<file path="src/rtl/seq_mult_pkg.sv">
// Shared definitions for the sequential shift-add multiplier: FSM encoding and
// the bit-counter width helper.
package seq_mult_pkg;

  localparam logic [1:0] ST_IDLE = 2'd0;
  localparam logic [1:0] ST_BUSY = 2'd1;
  localparam logic [1:0] ST_DONE = 2'd2;

  // Counter only has to reach WIDTH-1, so clog2(WIDTH) bits suffice.
  function automatic int cnt_w(input int width);
    return (width > 1) ? $clog2(width) : 1;
  endfunction

endpackage

</file>
<file path="src/rtl/sa_iter_step.sv">
// One conditional shift-add iteration: adds the zero-extended magnitude,
// shifted by the bit index, when the selected multiplier bit is set.
module sa_iter_step
  import seq_mult_pkg::*;
#(
  parameter int WIDTH = 64,
  localparam int RESULT_W = 2 * WIDTH,
  localparam int CNT_W = cnt_w(WIDTH)
) (
  input  logic [RESULT_W-1:0] acc,
  input  logic [WIDTH-1:0]    mag,
  input  logic                mult_bit,
  input  logic [CNT_W-1:0]    idx,
  output logic [RESULT_W-1:0] acc_next
);

  logic [RESULT_W-1:0] addend;

  assign addend   = {{WIDTH{1'b0}}, mag} << idx;
  assign acc_next = mult_bit ? (acc + addend) : acc;

endmodule

</file>
<file path="src/rtl/seq_shift_add_mult.sv">
// Sequential shift-add multiplier: one multiplier bit per cycle, signed mode
// multiplies magnitudes and negates the final sum.
module seq_shift_add_mult
  import seq_mult_pkg::*;
#(
  parameter int WIDTH    = 64,
  parameter int RESULT_W = 2 * WIDTH
) (
  input  logic                clk,
  input  logic                rst,
  input  logic                in_valid,
  output logic                in_ready,
  input  logic [WIDTH-1:0]    a,
  input  logic [WIDTH-1:0]    b,
  input  logic                signed_mode,
  output logic                out_valid,
  input  logic                out_ready,
  output logic [RESULT_W-1:0] result
);

  localparam int CNT_W = cnt_w(WIDTH);
  localparam logic [CNT_W-1:0]    LAST  = CNT_W'(WIDTH - 1);
  localparam logic [CNT_W-1:0]    ONE_C = CNT_W'(1);
  localparam logic [WIDTH-1:0]    ONE_W = WIDTH'(1);
  localparam logic [RESULT_W-1:0] ONE_R = RESULT_W'(1);

  logic [1:0]          state;
  logic [WIDTH-1:0]    mag_a;
  logic [WIDTH-1:0]    mag_b;
  logic [RESULT_W-1:0] acc;
  logic [RESULT_W-1:0] acc_next;
  logic [CNT_W-1:0]    cnt;
  logic                neg;

  // -2^(WIDTH-1) maps to 2^(WIDTH-1), which still fits the unsigned register.
  function automatic logic [WIDTH-1:0] magnitude(input logic [WIDTH-1:0] v,
                                                 input logic sm);
    return (sm && v[WIDTH-1]) ? (~v + ONE_W) : v;
  endfunction

  function automatic logic [RESULT_W-1:0] apply_sign(input logic [RESULT_W-1:0] sum,
                                                     input logic n);
    return n ? (~sum + ONE_R) : sum;
  endfunction

  sa_iter_step #(.WIDTH(WIDTH)) u_step (
    .acc      (acc),
    .mag      (mag_a),
    .mult_bit (mag_b[cnt]),
    .idx      (cnt),
    .acc_next (acc_next)
  );

  assign in_ready  = (state == ST_IDLE);
  assign out_valid = (state == ST_DONE);

  // Operand magnitudes are pure data and only change on accept.
  always_ff @(posedge clk) begin
    if (state == ST_IDLE && in_valid) begin
      mag_a <= magnitude(a, signed_mode);
      mag_b <= magnitude(b, signed_mode);
    end
  end

  always_ff @(posedge clk) begin
    if (rst) begin
      state  <= ST_IDLE;
      acc    <= '0;
      cnt    <= '0;
      neg    <= 1'b0;
      result <= '0;
    end else begin
      case (state)
        ST_IDLE: begin
          if (in_valid) begin
            neg   <= signed_mode & (a[WIDTH-1] ^ b[WIDTH-1]);
            acc   <= '0;
            cnt   <= '0;
            state <= ST_BUSY;
          end
        end
        ST_BUSY: begin
          acc <= acc_next;
          cnt <= cnt + ONE_C;
          if (cnt == LAST) begin
            result <= apply_sign(acc_next, neg);
            state  <= ST_DONE;
          end
        end
        ST_DONE: begin
          if (out_ready) state <= ST_IDLE;
        end
        default: state <= ST_IDLE;
      endcase
    end
  end

endmodule

</file>
<file path="config.mk">
export PLATFORM = sky130hd
export DESIGN_NAME = seq_shift_add_mult
export DESIGN_NICKNAME = d
export VERILOG_FILES = /design/src/rtl/seq_mult_pkg.sv /design/src/rtl/sa_iter_step.sv /design/src/rtl/seq_shift_add_mult.sv
export SDC_FILE = /design/constraint.sdc
export NUM_CORES = 2
export LEC_CHECK = 0
export BUFFER_PORTS_ARGS = -buffer_cell sky130_fd_sc_hd__buf_2
export CORE_ASPECT_RATIO = 0.5
export CORE_MARGIN = 2
export CORE_UTILIZATION = 45
export DETAILED_ROUTE_END_ITERATION = 16
export GPL_TIMING_DRIVEN = 0
export PLACE_DENSITY = 0.73
export SLEW_MARGIN = 20
export SYNTH_ARGS = -nofsm -noshare
export SYNTH_HDL_FRONTEND = slang
export SYNTH_SLANG_ARGS = --single-unit
</file>
<file path="constraint.sdc">
create_clock -name clk -period 7.6 [get_ports clk]
set_input_delay 2.28 -clock clk [delete_from_list [all_inputs] [get_ports clk]]
set_output_delay 2.28 -clock clk [all_outputs]
set_load 0.01 [all_outputs]
</file>
# Word level (Yosys, flattened, before mapping)
# Cells that the tools add are included.
# word_totals
register_bits	393
input_bits	133
out_inout_bits	130
word_cells	48
# classes
addsub	5
n_lt_le_gt_ge	1
eq_ne	6
shift	1
n_mux	14
n_bitwise	5
reduce_logical	9
# ops
op	n
128-bit two-way mux	3
128-bit one-hot mux with 2 select lines	1
128-bit by 1-bit adder with 128-bit output, second input constant	1
128-bit adder	1
64-bit by 1-bit adder with 64-bit output, second input constant	2
64-bit two-way mux	2
128-bit inverter	1
64-bit inverter	2
64-bit by 6-bit << shifter with 128-bit output	1
6-bit one-hot mux with 2 select lines	1
6-bit by 7-bit less-than comparator with 1-bit output, second input constant	1
6-bit by 1-bit adder with 6-bit output, second input constant	1
1-bit binary-select mux with 6-bit select	1
6-bit == test, second input constant	1
2-bit two-way mux	3
6-bit two-way mux	1
2-bit one-hot mux with 3 select lines	1
2-bit AND reduction	3
2-bit != test, second input constant	2
1-bit logical AND	3
3-bit AND reduction	1
2-bit by 1-bit == test with 1-bit output, second input constant	1
2-bit == test, second input constant	1
2-bit zero test	1
other kinds (5)	5

# Depth between registers and ports, before layout
# depth
ltp_word	6
mapped_depth	35
mapped_depth_nobuf	25

# Modules after synthesis
# From an unflattened synthesis, not the netlist that was laid out.
# unflattened
hier_cells	4511
hier_area_um2	35335.1
# modules_own_cells
mod	instances	cells_each	area_per_inst_um2	seq_area_each_um2
seq_shift_add_mult	1	2229	20021.7	9148.8
sa_iter_step	1	2282	15313.4	0.0

# Worst setup path after synthesis
# Ideal clock, no wire load.
# synth_timing
kind	register to register
startpoint	register cnt[0]
endpoint	register result[106]
setup_time_ns	0.126
arrival_time_ns	7.463
t_required_ns	7.474
setup_slack_ns	0.011
stages_incl_launch_ff	30
path_buffers	9
period_less_slack_ns	7.589
cell_sequence	dfxtp_1 buf_6 buf_6 clkbuf_1 buf_1 mux4_2 mux2i_1 mux2_2 nor2_1 a31oi_1 o22ai_1 ha_1 clkbuf_1 nand4_1 or2_2 clkbuf_1 a2111oi_1 o31ai_1 a31oi_1 o2111ai_1 o21bai_1 or4_1 buf_2 or4b_4 buf_6 or4_4 buf_6 o41ai_2 xor2_1 o21ai_1
# synth_between
elab_chain_cells	6
word_cells_on_any_way	10
classes_between	2 x add/sub; 1 x eq/ne; 1 x shift; 4 x mux; 1 x bitwise; 1 x reduce/logical
# synth_rtl
element	line	text
start: declaration	seq_shift_add_mult.sv:32	logic [CNT_W-1:0] cnt;
start signal: assignment	seq_shift_add_mult.sv:84	cnt <= cnt + ONE_C;
64-bit by 6-bit << shifter with 128-bit output or 1-bit binary-select mux with 6-bit select (tied branches)	sa_iter_step.sv:19, seq_shift_add_mult.sv:49	
128-bit adder or 1-bit two-way mux (tied branches)	sa_iter_step.sv:20, seq_shift_add_mult.sv:49	
128-bit two-way mux	sa_iter_step.sv:20	assign acc_next = mult_bit ? (acc + addend) : acc;
128-bit inverter	seq_shift_add_mult.sv:43	return n ? (~sum + ONE_R) : sum;
128-bit by 1-bit adder with 128-bit output	seq_shift_add_mult.sv:43	
128-bit two-way mux	seq_shift_add_mult.sv:43	
end signal: assignment	seq_shift_add_mult.sv:86	result <= apply_sign(acc_next, neg);
end: declaration	seq_shift_add_mult.sv:18	output logic [RESULT_W-1:0] result
# Several ways; a longest one is shown, not always the timed one. The select of a mux whose other input is x is not followed.
# A chain may end at the register's enable or synchronous reset.

# Worst setup path in the final report
# layout_timing
startpoint	register cnt[0]
endpoint	register result[120]
# The elaborated chain is that of the path after synthesis.

==> impl_metrics.env <==
export IMPL_placedInstanceArea_sq_um=41400
export IMPL_slowest_delay_ns=0.92
export IMPL_cts_htree_levels=2
export IMPL_yosysTopAreaCell="dfxtp_1"
export IMPL_numCtsBuffers=39
export IMPL_nNetsFinal=5991
export IMPL_cts_root_buf="clkbuf_16"
export IMPL_yosys_top_cells_area="dfxtp_1 14%, edfxtp_1 10%, nand2_1 6.8%, a21oi_1 6.7%, nor2_1 6.2%"
export IMPL_setup_ws_ns=-0.1823
export IMPL_required_ns=8.10
export IMPL_drv_cap=0
export IMPL_endpoint="result[120]"
export IMPL_worstSkewPairLatency_ns=0.66
export IMPL_worstReg2RegStart="cnt[0]"
export IMPL_rr_endpoint="result[120]"
export IMPL_cts_sinks=393
export IMPL_finalSetupTns_ns=-0.9784
export IMPL_synth_top_area_frac=0.1376
export IMPL_critical_path_startpoint="cnt[0]"
export IMPL_syn_to_final_growth_pct=27.61
export IMPL_wl_met1_microns=94850
export IMPL_clkTransAtPathRegs_ns=0.07
export IMPL_num_rows=75
export IMPL_grt_pass1_wl_microns=322900
export IMPL_multi_input_area_sq_um=31850
export IMPL_drive_gt1_frac=0.2499
export IMPL_rsz0062_at_grt="true"
export IMPL_wl_met2_microns=84610
export IMPL_hold_violations=0
export IMPL_ys_seq_area_frac=0.2373
export IMPL_cts_tree="built"
export IMPL_violations="negative setup slack"
export IMPL_worst_pin_slew_ns=1.408
export IMPL_cp_arrival_ns=8.28
export IMPL_place_gp_congestion=1.240
export IMPL_p_leak_nw=17.84
export IMPL_boundaryPins=263
export IMPL_netlist_instances=5239
export IMPL_regArea_sq_um=9150
export IMPL_cp_slowest_cell="a2111oi_0"
export IMPL_wl_microns=240600
export IMPL_synthTopCellsByCount="700 x nand2_1, 636 x nor2_1, 513 x a21oi_1"
export IMPL_setup_violations=17
export IMPL_final_antenna_net_count=0
export IMPL_die_area_sq_um=88170
export IMPL_ys_flop_type="dfxtp_1"
export IMPL_gr_usage_all_layers=0.5149
export IMPL_netlist_area_sq_um=38550
export IMPL_slew_headroom=0.06159
export IMPL_grt_pass1_vias=43860
export IMPL_instances_no_fill=6883
export IMPL_ir_drop_mv=0.1925
export IMPL_route_met3_wl_microns=49480
export IMPL_highest_layer="met5"
export IMPL_yosysWarnings=0
export IMPL_synth_edf_count=128
export IMPL_globalRoute_totalOverflow=0
export IMPL_hold_class="reg2reg"
export IMPL_pre_cts_ws_ns=-3.510
export IMPL_dieWidth_microns=417.9
export IMPL_r2r_slack_ns=-0.18
export IMPL_period_share=1.024
export IMPL_finalMaxSlewViolations=0
export IMPL_grt_antenna_before_repair=13
export IMPL_wire_per_inst_microns=34.96
export IMPL_worstSetupEndpointType="flop"
export IMPL_fmax_mhz=128.5
export IMPL_cts_hold_buf=0
export IMPL_core_area_sq_um=84360
export IMPL_power_density_nw_per_um2=164.1
export IMPL_drc=0
export IMPL_drtPass1Iterations=11
export IMPL_fin_area_sq_um=49200
export IMPL_drt_iter0_markers=9372
export IMPL_outcome="complete, but fails checks"
export IMPL_cp_max_fo=11
export IMPL_nFillCells=7682
export IMPL_rr_worst_depth=29
export IMPL_crit_type="reg2reg"
export IMPL_post_synth_top_count_cell="nand2_1"
export IMPL_synth_fp_nets=5504
export IMPL_finalCriticalPeriod_ns=7.782
export IMPL_startpoint_type="flop"
export IMPL_start_util=0.4570
export IMPL_synth_cell_type_count=114
export IMPL_ys_seq_elements=393
export IMPL_grt_max_degree=83
export IMPL_dp_hpwl_microns=193800
export IMPL_async_reset_ff_frac=0
export IMPL_die_height_microns=211.0
export IMPL_io_buffers=261
export IMPL_avgSynthCellArea_sq_um=7.359
export IMPL_vias_per_cell=7.277
export IMPL_clock_path_buffers=3
export IMPL_holdWs_ns=0.4511
export IMPL_vias=50090
export IMPL_skew_ns=0.04082
export IMPL_place_inst=6622
==> registers in the layout (all words and copies together), names as in the netlist <==
signal  flops
mag_a      64
mag_b      64
acc       128
cnt         6
neg         1
result    128
state       2
==> critical path, delay by kind of cell, from the launching register on <==
| family | cells | cell delay (ns) |
|---|---|---|
| fa+ha+maj | 1 | 0.29 |
| flops | 1 | 0.34 |
| buf+inv | 9 | 1.46 |
| mux | 1 | 0.21 |
| compound gates | 11 | 3.36 |
| simple gates | 7 | 1.96 |
==> kinds of logic (layout without fill, tap and decap cells) <==
| group | count (synthesis) | after routing | share of synthesized area |
|---|---|---|---|
| simple gates | 2197 | 2197 | 0.2699 |
| compound gates | 1597 | 1597 | 0.2617 |
| buf+inv | 411 | 927 | 0.04469 |
| flops | 393 | 393 | 0.2373 |
| xor+xnor | 273 | 273 | 0.06202 |
| mux | 236 | 236 | 0.08136 |
| fa+ha+maj | 132 | 132 | 0.04304 |
| other cells | 0 | 12 | 0 |
==> per-stage QoR <==
stage | utilization | total power, W
3_5_place_dp | 0.4907 | 0.004954
2_1_floorplan | - | 0.003885
6_report | 0.5832 | 0.008071
5_1_grt | 0.5829 | 0.008124
3_3_place_gp | 0.4890 | 0.004920
4_1_cts | 0.5511 | 0.007450
==> repair_timing <==
action,4_1_cts,5_1_grt
buffers inserted,107,129
gates resized for setup,731,402
pin swaps,88,108
cloned,0,2
setup endpoints to repair,232,62
==> how the worst min path moves through the flow <==
| stage | from | endpoint | slack (ns) | cells after the start |
|---|---|---|---|---|
| floorplan | acc[108] | acc[108] | 0.46 | 2 |
| global placement | result[76] | result[76] | 0.44 | 2 |
| detailed placement | result[20] | result[20] | 0.44 | 2 |
| CTS | result[41] | result[41] | 0.45 | 2 |
| global route | result[60] | result[60] | 0.47 | 2 |
| finish | result[41] | result[41] | 0.45 | 2 |
==> power by group <==
part,switching [W],total [W],internal [W]
Clock,0.00102,0.00217,0.00115
Combinational,0.00235,0.00351,0.00115
Sequential,0.000132,0.00240,0.00226
==> area by class of cell <==
type                       instances  area share
sequential                       393      0.1860
tap                             1116     0.02838
timing repair buffer             506     0.06661
inverter                          54    0.004349
antenna                           12   0.0006104
buffer                           297     0.03912
clock buffer                      45     0.02131
multi-input combinational       4435      0.6474
clock inverter                    25    0.006206
==> layout by cell type, fill, tap and decap left out, drive strengths merged, types with 60 or more instances in the layout <==
cell,synthesis,routed
nor4,65,65
dfxtp,265,265
mux2i,151,151
nand2,701,701
nand3,140,140
a31oi,127,127
or3,75,75
a21o,62,62
inv,53,60
a211oi,64,64
o31ai,72,72
clkbuf,256,231
xnor2,155,155
nor3,140,140
buf,101,617
o21ai,345,345
ha,131,131
edfxtp,128,128
nand4,141,141
a21oi,515,515
nor2,636,636
xor2,118,118
==> metal layers <==
layer,GRT usage,up-vias
met5,0.05577,-
met3,0.3666,765
met2,0.6290,4707
met1,0.6852,24050
met4,0.1606,38
li1,-,20530
Power figures use the tool's default switching activity.
